===== src/rtl/keypad_scanner.sv =====
// 4x4 active-low matrix keypad scanner: rotating column strobe, synchronised and
// debounced row readback, one key code per press on a valid/ready handshake.
// Optional auto-repeat of the held key is compiled in with `define KEYPAD_REPEAT_EN.
module keypad_scanner #(
  parameter int SCAN_BIT       = 17,
  parameter int DEBOUNCE_SCANS = 4,
  parameter int REPEAT_SCANS   = 64
) (
  input  logic       clk,
  input  logic       rst,
  input  logic [3:0] row_n,
  output logic [3:0] col_n,
  output logic [3:0] key_code,
  output logic       key_valid,
  input  logic       key_ready,
  output logic       key_held
);

  typedef enum logic [1:0] {
    IDLE,
    DEBOUNCE,
    PRESSED
  } state_t;

  localparam logic [3:0] DB_TARGET = 4'(DEBOUNCE_SCANS);

  logic [SCAN_BIT-1:0] dwell;
  logic [1:0]          col_idx;
  logic [1:0]          col_next;
  logic                sample;
  logic [3:0]          row_meta;
  logic [3:0]          row_sync;

  assign sample   = &dwell;
  assign col_next = col_idx + 2'd1;

  // Column strobe: col_n is registered together with the index so the pins never glitch.
  always_ff @(posedge clk) begin
    // NOTE: sequential state always uses <=, so every flop samples pre-edge values and
    // the order of statements inside the block cannot change the result.
    if (rst) begin
      dwell   <= '0;
      col_idx <= 2'd0;
      col_n   <= 4'b1110;
    end else begin
      dwell <= dwell + 1'b1;
      if (sample) begin
        col_idx <= col_next;
        col_n   <= ~(4'b0001 << col_next);
      end
    end
  end

  always_ff @(posedge clk) begin
    if (rst) begin
      row_meta <= 4'hF;
      row_sync <= 4'hF;
    end else begin
      row_meta <= row_n;
      row_sync <= row_meta;
    end
  end

  // Lowest-index low row wins when several keys share the strobed column.
  logic       any_low;
  logic [1:0] win_row;

  assign any_low = ~&row_sync;

  always_comb begin
    win_row = 2'd0;
    if      (!row_sync[0]) win_row = 2'd0;
    else if (!row_sync[1]) win_row = 2'd1;
    else if (!row_sync[2]) win_row = 2'd2;
    else if (!row_sync[3]) win_row = 2'd3;
  end

  state_t     state, state_d;
  logic [1:0] lat_row, lat_row_d;
  logic [1:0] lat_col, lat_col_d;
  logic [3:0] agree_cnt, agree_d, agree_inc;
  logic [3:0] rel_cnt, rel_d, rel_inc;
  logic       at_lat_col;
  logic       press_issue;
  logic       issue;
  logic [3:0] issue_code;

  assign at_lat_col = sample && (col_idx == lat_col);
  assign agree_inc  = agree_cnt + 4'd1;
  assign rel_inc    = rel_cnt + 4'd1;

  always_ff @(posedge clk) begin
    if (rst) begin
      state     <= IDLE;
      lat_row   <= 2'd0;
      lat_col   <= 2'd0;
      agree_cnt <= 4'd0;
      rel_cnt   <= 4'd0;
    end else begin
      state     <= state_d;
      lat_row   <= lat_row_d;
      lat_col   <= lat_col_d;
      agree_cnt <= agree_d;
      rel_cnt   <= rel_d;
    end
  end

  always_comb begin
    // NOTE: every output of this block gets a default first; a path that skipped an
    // assignment would otherwise infer a latch.
    state_d     = state;
    lat_row_d   = lat_row;
    lat_col_d   = lat_col;
    agree_d     = agree_cnt;
    rel_d       = rel_cnt;
    press_issue = 1'b0;
    unique case (state)
      IDLE: begin
        if (sample && any_low) begin
          lat_row_d = win_row;
          lat_col_d = col_idx;
          agree_d   = 4'd1;
          rel_d     = 4'd0;
          if (DB_TARGET == 4'd1) begin
            state_d     = PRESSED;
            press_issue = 1'b1;
          end else begin
            state_d = DEBOUNCE;
          end
        end
      end
      DEBOUNCE: begin
        if (at_lat_col) begin
          if (any_low && (win_row == lat_row)) begin
            agree_d = agree_inc;
            if (agree_inc == DB_TARGET) begin
              state_d     = PRESSED;
              press_issue = 1'b1;
              rel_d       = 4'd0;
            end
          end else begin
            state_d = IDLE;
          end
        end
      end
      PRESSED: begin
        // Other columns and rows are ignored until the latched key is released.
        if (at_lat_col) begin
          if (!row_sync[lat_row]) begin
            rel_d = 4'd0;
          end else begin
            rel_d = rel_inc;
            if (rel_inc == DB_TARGET) state_d = IDLE;
          end
        end
      end
      default: state_d = IDLE;
    endcase
  end

  assign issue_code = {lat_row_d, lat_col_d};
  assign key_held   = (state == PRESSED);

`ifdef KEYPAD_REPEAT_EN
  localparam int RW = $clog2(REPEAT_SCANS + 1);

  logic [RW-1:0] rep_cnt;
  logic          scan_wrap;
  logic          rep_fire;

  assign scan_wrap = sample && (col_idx == 2'd3);
  assign rep_fire  = (state == PRESSED) && (state_d == PRESSED) && scan_wrap &&
                     (rep_cnt == RW'(REPEAT_SCANS - 1));

  // Held at zero outside PRESSED, so a wrap on the entry edge is not counted.
  always_ff @(posedge clk) begin
    if (rst || (state != PRESSED)) begin
      rep_cnt <= '0;
    end else if (scan_wrap) begin
      rep_cnt <= rep_fire ? '0 : rep_cnt + 1'b1;
    end
  end

  assign issue = press_issue | rep_fire;
`else
  assign issue = press_issue;
`endif

  // A new code loads only into an empty or simultaneously-consumed slot.
  always_ff @(posedge clk) begin
    if (rst) begin
      key_code  <= 4'd0;
      key_valid <= 1'b0;
    end else if (issue && (!key_valid || key_ready)) begin
      key_code  <= issue_code;
      key_valid <= 1'b1;
    end else if (key_ready) begin
      key_valid <= 1'b0;
    end
  end

endmodule

===== config.mk =====
export PLATFORM = sky130hd
export DESIGN_NAME = keypad_scanner
export DESIGN_NICKNAME = d
export VERILOG_FILES = /design/src/rtl/keypad_scanner.sv
export SDC_FILE = /design/constraint.sdc
export NUM_CORES = 1
export LEC_CHECK = 0
export ABC_CLOCK_PERIOD_IN_PS = 6400
export CAP_MARGIN = 5
export CORE_AREA = 3 3 76 78
export CTS_CLUSTER_DIAMETER = 120
export DETAILED_ROUTE_END_ITERATION = 12
export DIE_AREA = 0 0 79 81
export GPL_ROUTABILITY_DRIVEN = 0
export PLACE_DENSITY = 0.68
export SLEW_MARGIN = 0
export SYNTH_ARGS = -nofsm -noshare
export SYNTH_HDL_FRONTEND = slang
export SYNTH_SLANG_ARGS = --single-unit

===== constraint.sdc =====
create_clock -name clk -period 6.4 [get_ports clk]
set_input_delay 0.96 -clock clk [delete_from_list [all_inputs] [get_ports clk]]
set_output_delay 0.96 -clock clk [all_outputs]
set_load 0.05 [all_outputs]

== After elaboration in Yosys (flattened, before gate mapping) ==
Index checks and enable logic that the tools add are counted.

* Output and inout port bits: 10
* Input bits: 7
* Flip-flop bits (word level): 50
* Word-level logic and storage cells: 84

* Reductions and logical operators: 16
* Add/sub/neg operators: 4
* Bitwise gates (word level): 1
* Equal/unequal tests: 14
* Magnitude comparators: 1
* Shift-type cells: 1
* Mux-type cells: 35

{| class="wikitable"
|+ Operators with widths
! cell !! number
|-
| 4-bit 2-to-1 mux || 9
|-
| 2-bit 2-to-1 mux || 15
|-
| 17-bit by 1-bit adder with 17-bit output, second input constant || 1
|-
| 17-bit AND reduction || 1
|-
| 4-bit case mux with 3 select lines || 1
|-
| 6-bit AND reduction || 2
|-
| 4-bit by 1-bit adder with 4-bit output, second input constant || 2
|-
| 4-bit by 3-bit equality test with 1-bit output, second input constant || 2
|-
| 2-bit inequality test, second input constant || 4
|-
| 4-bit case mux with 2 select lines || 1
|-
| 4-bit AND reduction || 2
|-
| 1-bit 2-to-1 mux || 7
|-
| 2-bit by 1-bit inequality test with 1-bit output, second input constant || 3
|-
| 2-bit case mux with 3 select lines || 1
|-
| 2-bit equality test || 2
|-
| 1-bit logical AND || 4
|-
| 4-bit NOT || 1
|-
| 2-bit nonzero test || 2
|-
| 1-bit by 2-bit left shift with 4-bit output, first input constant || 1
|-
| 2-bit by 3-bit less-than comparator with 1-bit output, second input constant || 1
|-
| 3-bit inequality test, second input constant || 1
|-
| 3-bit nonzero test || 1
|-
| 2-bit by 1-bit adder with 2-bit output, second input constant || 1
|-
| 1-bit binary-select mux with 2-bit select || 1
|-
| 5 further kinds || 6
|}

== Longest topological paths before layout ==
* Depth after elaboration: 11
* Depth in mapped cells: 10
* Depth with buffers taken out: 10

== Least setup slack after synthesis ==
No wires, ideal clock.

* Kind: reg-to-reg
* Start: register dwell[0]
* End: register key_code[0]
* Buffers on the path: 0
* Required time: 6.279 ns
* Library setup time: 0.121 ns
* Setup slack: 3.686 ns
* Stages on the path, launching flop included: 11
* Period minus slack after synthesis: 2.714 ns
* Data arrival time: 2.594 ns
* Path through: dfxtp_1 -> ha_1 -> nand3_1 -> nor3_1 -> and3_1 -> ha_1 -> inv_2 -> nor4_4 -> o211a_1 -> a21boi_4 -> mux2_2

* Cells in the longest elaborated chain, start to end: 5
* Elaborated cells between the ends (all ways): 8
* Classes of those cells: 4 x mux; 4 x reduce/logical

{| class="wikitable"
|+ RTL lines
! element !! RTL line !! source
|-
| from (decl) || 27 || <nowiki>logic [SCAN_BIT-1:0] dwell;</nowiki>
|-
| from (signal assigned) || 46 || <nowiki>dwell <= dwell + 1'b1;</nowiki>
|-
| 17-bit AND reduction * || 34 || <nowiki>assign sample = &dwell;</nowiki>
|-
| named net sample || 30 || <nowiki>logic sample;</nowiki>
|-
| 1-bit logical AND || 88 || <nowiki>assign at_lat_col = sample && (col_idx == lat_col);</nowiki>
|-
| 1-bit 2-to-1 mux || 133 || <nowiki>if (at_lat_col) begin</nowiki>
|-
| 1-bit 2-to-1 mux || 117 || <nowiki>unique case (state)</nowiki>
|-
| 1-bit logical AND || 194 || <nowiki>end else if (issue && (!key_valid || key_ready)) begin</nowiki>
|-
| to (signal assigned) || 195 || <nowiki>key_code <= issue_code;</nowiki>
|-
| to (decl) || 13 || <nowiki>output logic [3:0] key_code,</nowiki>
|}

Mark *: on every way through the listed nets, which the timed path passes. The rest lies on a longest branch.
A chain may end at the register's enable or synchronous reset.

== Worst setup path in the final report ==
* Start: register dwell[0]
* End: register key_code[2]

The elaborated chain is that of the path after synthesis.

==> flow_summary.ini <==
[setup_path]
crit_top_cell = ha_1
r2r_slack_ns = 3.10
cpMaxStageDelayCell = ha_1
r2r_end = key_code[2]$_SDFFE_PP0P_
cp-start-kind = register
worstPathArrival_ns = 3.49
worstPathRequired_ns = 6.59
reg2regPathDepth = 10
worstPathMaxFanout = 16
cp-end-kind = register
cp_slowest_stage_delay_ns = 0.49
r2r-start = dwell[0]$_SDFF_PP0_
worstSetupPathType = reg -> reg
crit_chain = ha_1 -> nand3_1 -> nor3_1 -> and3_1 -> ha_1 -> inv_2 -> nor4_4 -> o211a_1 -> a21boi_4 -> mux2_2

[placed_design]
dpl_cell_area_um2 = 2460
portBuffers = 16
dp_hpwl_um = 2720

[logic_synthesis]
syn-num-nets = 259
synth-seq-cells = 50
ys_types = 45
syn_area_um2 = 2230
yosysSeqAreaShare = 0.449
synth_cells = 243
synth_top_area_frac = 0.449
synth_edf_count = 0
async_flop_share = 0
yosysWarnings = 0
netlist_top_cells_area = dfxtp_1, ha_1, xor2_1
synth-main-ff-cell = dfxtp_1
synth_top_area_cell = dfxtp_1
synth_area_per_cell_um2 = 9.17

[grt]
grt_pass1_vias = 1482
grt_pass1_wl_um = 6570
antenna_found_initial = 0
grt_start_max_net_pins = 44
grt_util_all_layers = 0.129
gr-total-overflow = 0

[routing]
drtPass1Iterations = 4
ant_nets = 0
wire_per_inst_um = 11.7
drcViolationCount = 0
drtIter0Drc = 93
post_drt_via_cell_ratio = 5.08
wl_um = 3870
routed-via-count = 1686

[layout]
design_area_um2 = 2570
fin_util = 0.500
register_area_um2 = 1000
final_cell_mix = dfxtp_1, nand2_1, nor2_1, clkdlybuf4s50_1, o21ai_0
multi_input_area_um2 = 1170
mostFrequentLayoutCell = dfxtp_1
layout.nets = 277
drive_above_1_share = 0.103
nFillCells = 510
diodes = 0
areaGrowthSynthToFinish_pct = 15.2

[cts]
clock_path_buffers = 2
cts-hold-fix-buffers = 0
h-tree-depth = 2
numCtsBuffers = 5
postCtsSetupRepairBufs = 0
cts_resized = 0
cts_tree = yes
clk_latency_ns = 0.30
path_clk_slew_ns = 0.08
clock-root-buffer = clkbuf_8
clock-sinks = 50

[floorplanning]
fp.dieArea_um2 = 6400
io_pins = 17
row_count = 26
die_w_um = 79
start_util = 0.434
die_height_um = 81
core_area_um2 = 5140

[timing]
rsz0062_at_grt = no
finalSetupViolations = 0
max_freq_ghz = 0.303
fin_crit_ns = 3.30
tns_ns = 0
maxSlewViolCount = 0
final.period_utilization = 0.515
worst_pin_slew_ns = 0.678
slew_headroom = 0.547
timing.hold.ws_ns = 0.413
final_hold_viol_count = 0
skew_ns = 0.00500

[job]
cap_violations = 0

[hold_path]
hp-class = reg -> reg
holdPathStages = 1
worstHoldStart = row_meta[0]$_SDFF_PP1_
holdPathEnd = row_sync[0]$_SDFF_PP1_

[power]
leakagePower_nw = 0.979
p_total_w = 0.000549
peakVddDrop_v = 0.000125
power_density_nw_per_um2 = 214

[outcome]
outcome = complete, no violations
==> final cells by class <==
cell class / count / share of cell area
Clock buffer: 7 / 0.0297
Timing Repair Buffer: 17 / 0.0653
Sequential cell: 50 / 0.390
Inverter: 10 / 0.0146
Clock inverter: 1 / 0.0117
Tap cell: 70 / 0.0341
Multi-Input combinational cell: 177 / 0.455
==> registers in the layout (all words and copies together), names as in the netlist <==
| signal | cells |
|---|---|
| dwell | 17 |
| agree_cnt | 4 |
| col_n | 4 |
| key_code | 4 |
| rel_cnt | 4 |
| row_meta | 4 |
| row_sync | 4 |
| col_idx | 2 |
| lat_col | 2 |
| lat_row | 2 |
| state | 2 |
| key_valid | 1 |
==> through the flow <==
| stage | worst slack (ns) | instances |
|---|---|---|
| after floorplan | 3.69 | 243 |
| after global placement | 3.20 | 324 |
| after detailed placement | 3.09 | 324 |
| after CTS | 3.07 | 332 |
| after global routing | 2.74 | 332 |
| final | 3.10 | 332 |
==> cell usage after synthesis, drive strengths merged, types with 2 or more instances <==
| library cell | count |
|---|---|
| or3 | 2 |
| nor3 | 6 |
| a21oi | 11 |
| and3 | 2 |
| ha | 9 |
| o21ai | 14 |
| mux2 | 4 |
| xor2 | 11 |
| a211oi | 4 |
| or2 | 10 |
| clkbuf | 4 |
| nor2 | 20 |
| xnor2 | 3 |
| buf | 2 |
| nor2b | 8 |
| o31ai | 2 |
| nand2 | 24 |
| a21o | 2 |
| o32ai | 3 |
| nor3b | 5 |
| dfxtp | 50 |
| o211ai | 2 |
| and4 | 2 |
| nand2b | 3 |
| nand4 | 6 |
| nand3 | 11 |
| inv | 9 |
==> layer usage <==
layer | vias to the layer above | GRT usage | part of all wire
li1 | 885 | - | -
met1 | 760 | 0.167 | 0.49
met2 | 36 | 0.201 | 0.46
met3 | 5 | 0.0377 | 0.040
met4 | 0 | 0.0533 | 0.016
met5 | - | 0 | 0
==> kinds of logic (layout without fill, tap and decap cells) <==
kind of cell               after synthesis  after routing  synth area share
AOI/OAI and AO/OA                       45             45             0.139
xor gates and xnor gates                14             14            0.0550
adders and majority gates                9              9            0.0505
buffers and inverters                   16             35            0.0269
DFF                                     50             50             0.449
muxes                                    6              6            0.0348
and+or+nand+nor                        103            103             0.245
==> where the power goes <==
| part | switching (W) | internal [W] |
|---|---|---|
| clock network | 0.0000966 | 0.000117 |
| logic | 0.00000935 | 0.00000837 |
| registers | 0.00000304 | 0.000315 |
| total | 0.000109 | 0.000440 |
==> critical path: cells and delay by family, from the launching register on <==
kind	cells	cell delay [ns]
buffers and inverters	1	0.09
DFF	1	0.38
muxes	1	0.35
and+or+nand+nor	4	1.13
AOI/OAI and AO/OA	2	0.55
adders and majority gates	2	0.70
==> worst max-delay path by stage <==
| stage | startpoint | end | slack (ns) | cells after the start |
|---|---|---|---|---|
| after global routing | dwell[0]$_SDFF_PP0_ | key_code[2]$_SDFFE_PP0P_ | 2.74 | 10 |
| after CTS | dwell[0]$_SDFF_PP0_ | key_code[2]$_SDFFE_PP0P_ | 3.07 | 10 |
| after detailed placement | dwell[0]$_SDFF_PP0_ | key_code[0]$_SDFFE_PP0P_ | 3.09 | 10 |
| after floorplan | dwell[0]$_SDFF_PP0_ | key_code[0]$_SDFFE_PP0P_ | 3.69 | 10 |
| after global placement | dwell[0]$_SDFF_PP0_ | key_code[2]$_SDFFE_PP0P_ | 3.20 | 10 |
| final | dwell[0]$_SDFF_PP0_ | key_code[2]$_SDFFE_PP0P_ | 3.10 | 10 |
(Power assumes the default switching activity.)
